<file path="config.mk">
export PLATFORM = sky130hd
export DESIGN_NAME = tinker_fetch_unit
export DESIGN_NICKNAME = d
export VERILOG_FILES = /design/src/rtl/tinker_pkg.sv /design/src/rtl/tinker_fetch_queue.sv /design/src/rtl/tinker_fetch_unit.sv
export SDC_FILE = /design/constraint.sdc
export NUM_CORES = 1
export LEC_CHECK = 0
export ABC_AREA = 1
export CORE_ASPECT_RATIO = 1.75
export CORE_MARGIN = 2
export CORE_UTILIZATION = 45
export DETAILED_ROUTE_END_ITERATION = 8
export GPL_TIMING_DRIVEN = 0
export PLACE_DENSITY = 0.69
export SYNTH_ARGS = -nofsm -noshare
export SYNTH_HDL_FRONTEND = slang
export SYNTH_SLANG_ARGS = --single-unit
</file>
<file path="constraint.sdc">
create_clock -name clk -period 18 [get_ports clk]
set_clock_uncertainty 0.2 [all_clocks]
set_input_delay 2.7 -clock clk [delete_from_list [all_inputs] [get_ports clk]]
set_output_delay 2.7 -clock clk [all_outputs]
set_load 0.05 [all_outputs]
</file>
<file path="src/rtl/tinker_pkg.sv">
// Shared types for the tinker fetch front-end: fetch FSM states and prefetch queue entries.
// Pure declarations; no latency or backpressure of its own.
package tinker_pkg;

   localparam int INSTR_W = 32;
   localparam int ADDR_W  = 64;
   localparam logic [ADDR_W-1:0] DEFAULT_RESET_PC = 64'h2000;

   typedef enum logic [1:0] {
      RUN     = 2'd0,
      WAIT    = 2'd1,
      DISCARD = 2'd2,
      HALTED  = 2'd3
   } fetch_state_t;

   typedef struct packed {
      logic [ADDR_W-1:0]  pc;
      logic [INSTR_W-1:0] instr;
   } fetch_entry_t;

   function automatic logic [ADDR_W-1:0] word_align(input logic [ADDR_W-1:0] a);
      return a & ~ADDR_W'(3);
   endfunction

endpackage

</file>
<file path="src/rtl/tinker_fetch_queue.sv">
// Prefetch FIFO of fetch entries: a push is visible at the head the next cycle (no bypass).
// Flush empties it in one cycle and beats a same-cycle push; a push into a full queue without a pop is dropped.
module tinker_fetch_queue
   import tinker_pkg::*;
#(
   parameter int DEPTH = 4
) (
   input  logic                 clk,
   input  logic                 reset,
   input  logic                 push_i,
   input  fetch_entry_t         push_dat_i,
   input  logic                 pop_i,
   input  logic                 flush_i,
   output fetch_entry_t         head_o,
   output logic [$clog2(DEPTH):0] count_o
);

   localparam int PTR_W = $clog2(DEPTH);
   localparam int CNT_W = PTR_W + 1;

   fetch_entry_t     mem_q [DEPTH];
   logic [PTR_W-1:0] wr_ptr_q, wr_ptr_d, rd_ptr_q, rd_ptr_d;
   logic [CNT_W-1:0] count_q, count_d;
   logic             do_push, do_pop;

   assign do_pop  = pop_i && (count_q != '0);
   assign do_push = push_i && ((count_q != CNT_W'(DEPTH)) || do_pop);

   always_comb begin
      wr_ptr_d = wr_ptr_q;
      rd_ptr_d = rd_ptr_q;
      count_d  = count_q;
      if (flush_i) begin
         wr_ptr_d = '0;
         rd_ptr_d = '0;
         count_d  = '0;
      end else begin
         if (do_push) wr_ptr_d = wr_ptr_q + PTR_W'(1);
         if (do_pop)  rd_ptr_d = rd_ptr_q + PTR_W'(1);
         count_d = count_q + CNT_W'(do_push) - CNT_W'(do_pop);
      end
   end

   always_ff @(posedge clk) begin
      if (reset) begin
         wr_ptr_q <= '0;
         rd_ptr_q <= '0;
         count_q  <= '0;
      end else begin
         wr_ptr_q <= wr_ptr_d;
         rd_ptr_q <= rd_ptr_d;
         count_q  <= count_d;
      end
   end

   // Storage needs no reset; the head is only observed while count_q is non-zero.
   always_ff @(posedge clk) begin
      if (do_push && !flush_i) mem_q[wr_ptr_q] <= push_dat_i;
   end

   assign head_o  = mem_q[rd_ptr_q];
   assign count_o = count_q;

endmodule

</file>
<file path="src/rtl/tinker_fetch_unit.sv">
// Fetch front-end: one outstanding 32-bit read, response queued and shown to decode the next cycle.
// Issues only while queue occupancy plus in-flight stays below DEPTH; TINKER_FETCH_PERF_EN adds perf counters.
module tinker_fetch_unit
   import tinker_pkg::*;
#(
   parameter logic [ADDR_W-1:0] RESET_PC = DEFAULT_RESET_PC,
   parameter int                DEPTH    = 4
) (
   input  logic               clk,
   input  logic               reset,
   output logic               mem_req_valid,
   input  logic               mem_req_ready,
   output logic [ADDR_W-1:0]  mem_req_addr,
   input  logic               mem_resp_valid,
   input  logic [INSTR_W-1:0] mem_resp_data,
   output logic               inst_valid,
   input  logic               inst_ready,
   output logic [INSTR_W-1:0] inst_data,
   output logic [ADDR_W-1:0]  inst_pc,
   input  logic               redirect_valid,
   input  logic [ADDR_W-1:0]  redirect_pc,
`ifdef TINKER_FETCH_PERF_EN
   output logic [31:0]        perf_fetched,
   output logic [31:0]        perf_flushed,
`endif
   input  logic               halt
);

   localparam int CNT_W = $clog2(DEPTH) + 1;

   fetch_state_t      state_q, state_d;
   logic [ADDR_W-1:0] fetch_pc_q, fetch_pc_d;
   logic [ADDR_W-1:0] issued_pc_q, issued_pc_d;
   logic [CNT_W-1:0]  q_count;
   fetch_entry_t      q_head, push_entry;
   logic              q_push, q_pop, q_flush, live, credit;

   // live: cycles in which the unit may act on inputs at all.
   assign live    = !reset && !halt && (state_q != HALTED);
   assign q_flush = live && redirect_valid;
   // In RUN nothing is outstanding, so credit reduces to queue occupancy.
   assign credit  = q_count < CNT_W'(DEPTH);

   assign mem_req_valid = live && !redirect_valid && (state_q == RUN) && credit;
   assign mem_req_addr  = mem_req_valid ? fetch_pc_q : '0;
   assign inst_valid    = live && !redirect_valid && (q_count != '0);
   assign inst_data     = inst_valid ? q_head.instr : '0;
   assign inst_pc       = inst_valid ? q_head.pc : '0;
   assign q_pop         = inst_valid && inst_ready;
   assign push_entry    = '{pc: issued_pc_q, instr: mem_resp_data};

   always_comb begin
      state_d     = state_q;
      fetch_pc_d  = fetch_pc_q;
      issued_pc_d = issued_pc_q;
      q_push      = 1'b0;
      if (halt) begin
         state_d = HALTED;
      end else begin
         case (state_q)
            RUN: begin
               if (redirect_valid) begin
                  fetch_pc_d = word_align(redirect_pc);
               end else if (mem_req_valid && mem_req_ready) begin
                  issued_pc_d = fetch_pc_q;
                  fetch_pc_d  = fetch_pc_q + ADDR_W'(4);
                  state_d     = WAIT;
               end
            end
            WAIT: begin
               if (redirect_valid) begin
                  fetch_pc_d = word_align(redirect_pc);
                  state_d    = mem_resp_valid ? RUN : DISCARD;
               end else if (mem_resp_valid) begin
                  q_push  = 1'b1;
                  state_d = RUN;
               end
            end
            DISCARD: begin
               // The stale response is dropped even if another redirect lands with it.
               if (redirect_valid) fetch_pc_d = word_align(redirect_pc);
               if (mem_resp_valid) state_d = RUN;
            end
            default: state_d = HALTED;
         endcase
      end
   end

   always_ff @(posedge clk) begin
      if (reset) begin
         state_q     <= RUN;
         fetch_pc_q  <= RESET_PC;
         issued_pc_q <= '0;
      end else begin
         state_q     <= state_d;
         fetch_pc_q  <= fetch_pc_d;
         issued_pc_q <= issued_pc_d;
      end
   end

   tinker_fetch_queue #(.DEPTH(DEPTH)) u_queue (
      .clk        (clk),
      .reset      (reset),
      .push_i     (q_push),
      .push_dat_i (push_entry),
      .pop_i      (q_pop),
      .flush_i    (q_flush),
      .head_o     (q_head),
      .count_o    (q_count)
   );

`ifdef TINKER_FETCH_PERF_EN
   logic [31:0] perf_fetched_q, perf_flushed_q;
   logic [32:0] fetched_sum, flushed_sum;
   logic        drop_resp;

   assign drop_resp   = live && mem_resp_valid &&
                        (((state_q == WAIT) && redirect_valid) || (state_q == DISCARD));
   assign fetched_sum = {1'b0, perf_fetched_q} + 33'(q_push);
   assign flushed_sum = {1'b0, perf_flushed_q} + 33'(q_flush ? q_count : '0) + 33'(drop_resp);

   always_ff @(posedge clk) begin
      if (reset) begin
         perf_fetched_q <= '0;
         perf_flushed_q <= '0;
      end else begin
         perf_fetched_q <= fetched_sum[32] ? '1 : fetched_sum[31:0];
         perf_flushed_q <= flushed_sum[32] ? '1 : flushed_sum[31:0];
      end
   end

   assign perf_fetched = perf_fetched_q;
   assign perf_flushed = perf_flushed_q;
`endif

endmodule

</file>
==> impl_results.md <==
* Initial DRC count at 1728
* TNS Setup at 0 ns
* Layout Area Growth over Synthesis at 23.4%
* Routed len/inst at 21.6 um
* Post-CTS resize count at 0
* Clock H-tree levels at 2
* Post-CTS setup repair buffer count at 0
* Critical Path AT at around 6.2 ns
* Port bufs at 257
* Sequential area share after synthesis at 0.616
* Total Routing Usage GR at 0.279
* Most common cell in the netlist: nor2_1
* Hold buffers post-CTS at 0
* Post-Route WL at 74900 um
* Cell Area, Synth at 0.0227 mm2
* Cell leakage power at 0.0104 uW
* Crit Path Class: primary input to primary output
* Clk_lat worst skew at 0.56 ns
* Pre-CTS WS at 8.85 ns
* Max cap viols at 0
* Fmax at 0.110 GHz
* Die area at 0.0524 mm2
* Grt total ovfl at 0
* Critical path startpoint category: primary input
* Die Ht at around 300 um
* Slew HR at 0.330
* PnR worst setup slack at slightly below 9 ns
* Run status: finished, final reports clean
* Power per cell area at 89.2 mW/mm2
* Max-slew violation count at 0
* Mapped Cells at 2444
* Vias in the first global route at 18700
* Least-Margin Pin Slew at 1.00 ns
* DRC viols at 0
* Synth top area share at 0.497
* Initial antenna violation count at 0
* CTS sink count at 511
* Crit. End Element: primary output
* WP data required at 15.10 ns
* Final Cycle Share at 0.506
* Most used DFF post-synth: edfxtp_1
* Layout cells sized above 1 at 0.0586
* Tmin final at 9.10 ns
* Worst min-delay path category: register to register
* EDFF count, synth at roughly 380
* Core Box Area at about 0.05 mm2
* CTS Buffer Depth at 3
* Inserted Clock Buffers at 44
* RSZ-0062 raised after global routing: no
* Layout Nets at 2881
* Routed vias at about 19000
* Syn Area/Cell at 9.30 um2
* Max VDD drop at around 0.06 mV
* Post-DR vias/cell at 5.47
* First-pass GRT wire length at 110000 um
* DRT Pass-1 Iters at 6
* Largest net degree at the start of global routing at 29
* Die Wd at 174 um
* ANT cells at 0
* Dpl hpwl at roughly 56000 um
* Clock transition at path regs at 0.07 ns
* # IOs at 265
* Clock tree from TritonCTS: built
* Distinct cells, synth at 37
* Routed Antenna Nets at 0
* Starting Density at 0.453
* Final setup viols at 0
* Fin. Hold Viols at 0
* Clk root buf: clkbuf_16
* Commonest cells post-synth: nor2_1 (543), nand2_1 (424), edfxtp_1 (376)
* Crit path max fanout at 10
* Async S/R FF share, synth at 0
* Biggest area consumer among synthesized cells: edfxtp_1
* Row cnt at 109
* Final Wtd Congestion at about 1
* Synth warn at 0
* Top cells by area, synth: edfxtp_1 (50%), dfxtp_1 (12%), nor2_1 (9.0%)
* Final hold slack at 0.273 ns
* Seq cells post-synth at 511
cell type report:
| cell class | instances | area (um2) |
|---|---|---|
| flip-flops and latches | 511 | 14000 |
| inverters | 234 | 883 |
| multi-input cells | 1568 | 7250 |
| plain buffers | 134 | 644 |
| repair buffers | 273 | 2900 |
| well taps | 666 | 833 |
| clock inverters | 20 | 277 |
| clock buffers | 61 | 1260 |
| fillers | 4516 | 22200 |
critical path, stage by stage:
cell             delay [ns]
clkdlybuf4s50_1        0.48
nor2_2                 0.20
nand3_2                0.14
a21oi_2                0.75
buf_2                  0.50
buf_2                  0.33
nand2_1                0.10
inv_1                  0.16
clkdlybuf4s50_1        0.83
cell usage in the layout (no fill, tap or decap), types with 10 or more instances in the layout:
master           synthesis  routed
nor2_1                 543     539
nand2_1                424     424
edfxtp_1               376     376
clkdlybuf4s50_1          0     257
inv_1                  226     226
o21ai_0                209     209
dfxtp_1                135     135
a21oi_1                132     132
o32ai_1                 94      94
clkbuf_1                83      93
nand3_1                 73      73
clkbuf_16                0      46
buf_2                   29      29
o21ai_1                 18      18
buf_12                   0      15
nand4_1                 13      13
ha_1                    11      11
buf_6                   10      10
registers in the layout (all words and copies together) (netlist names), named ones only:
name              flops
u_queue.wr_ptr_q      2
state_q               2
u_queue.rd_ptr_q      2
issued_pc_q          62
u_queue.mem_q       376
fetch_pc_q           62
u_queue.count_o       3
cell families (layout without fill, tap and decap cells):
logic type               after synthesis  count (layout)  synth area share
AO/OA/AOI/OAI                        467             467             0.120
XOR/XNOR                               6               6           0.00231
adder cells (fa/ha/maj)               12              12           0.00694
buffers and inverters                368             722            0.0672
flip-flops                           511             511             0.616
other                                  1               4          0.000165
AND/OR/NAND/NOR                     1079            1079             0.188
metal layers:
metal  vias to the layer above  track usage  routed length, um
li1                       8873            -                  -
met1                      9086        0.303              26500
met2                       799        0.513              38900
met3                       216       0.0261               3730
met4                         0        0.192               5690
met5                         -            0                  0
path summary, 6_finish.rpt:
check	startpoint	to	slack [ns]	cells past startpoint
setup / recovery	halt	inst_pc[40]	8.90	9
hold / removal	u_queue.rd_ptr_q[1]	u_queue.rd_ptr_q[1]	0.27	2
setup reg to reg	state_q[0]	u_queue.mem_q[3][3]	14.06	11
hold reg to reg	u_queue.rd_ptr_q[1]	u_queue.rd_ptr_q[1]	0.27	2
per-stage QoR:
stage	utilization	instance area, um2	cells	power (uW)
floorplan	-	22700	2447	1430
global placement	0.521	26100	3370	1510
detailed placement	0.528	26500	3386	1510
CTS	0.559	28000	3467	2500
global route	0.559	28000	3467	2570
finish	0.559	28000	3467	2500
report_power, final:
group	total, uW	switching [uW]	internal (uW)
logic	192	126	65.4
clock network	1010	429	580
registers	1300	21.6	1280
total	2500	577	1920
(Power assumes the default switching activity.)
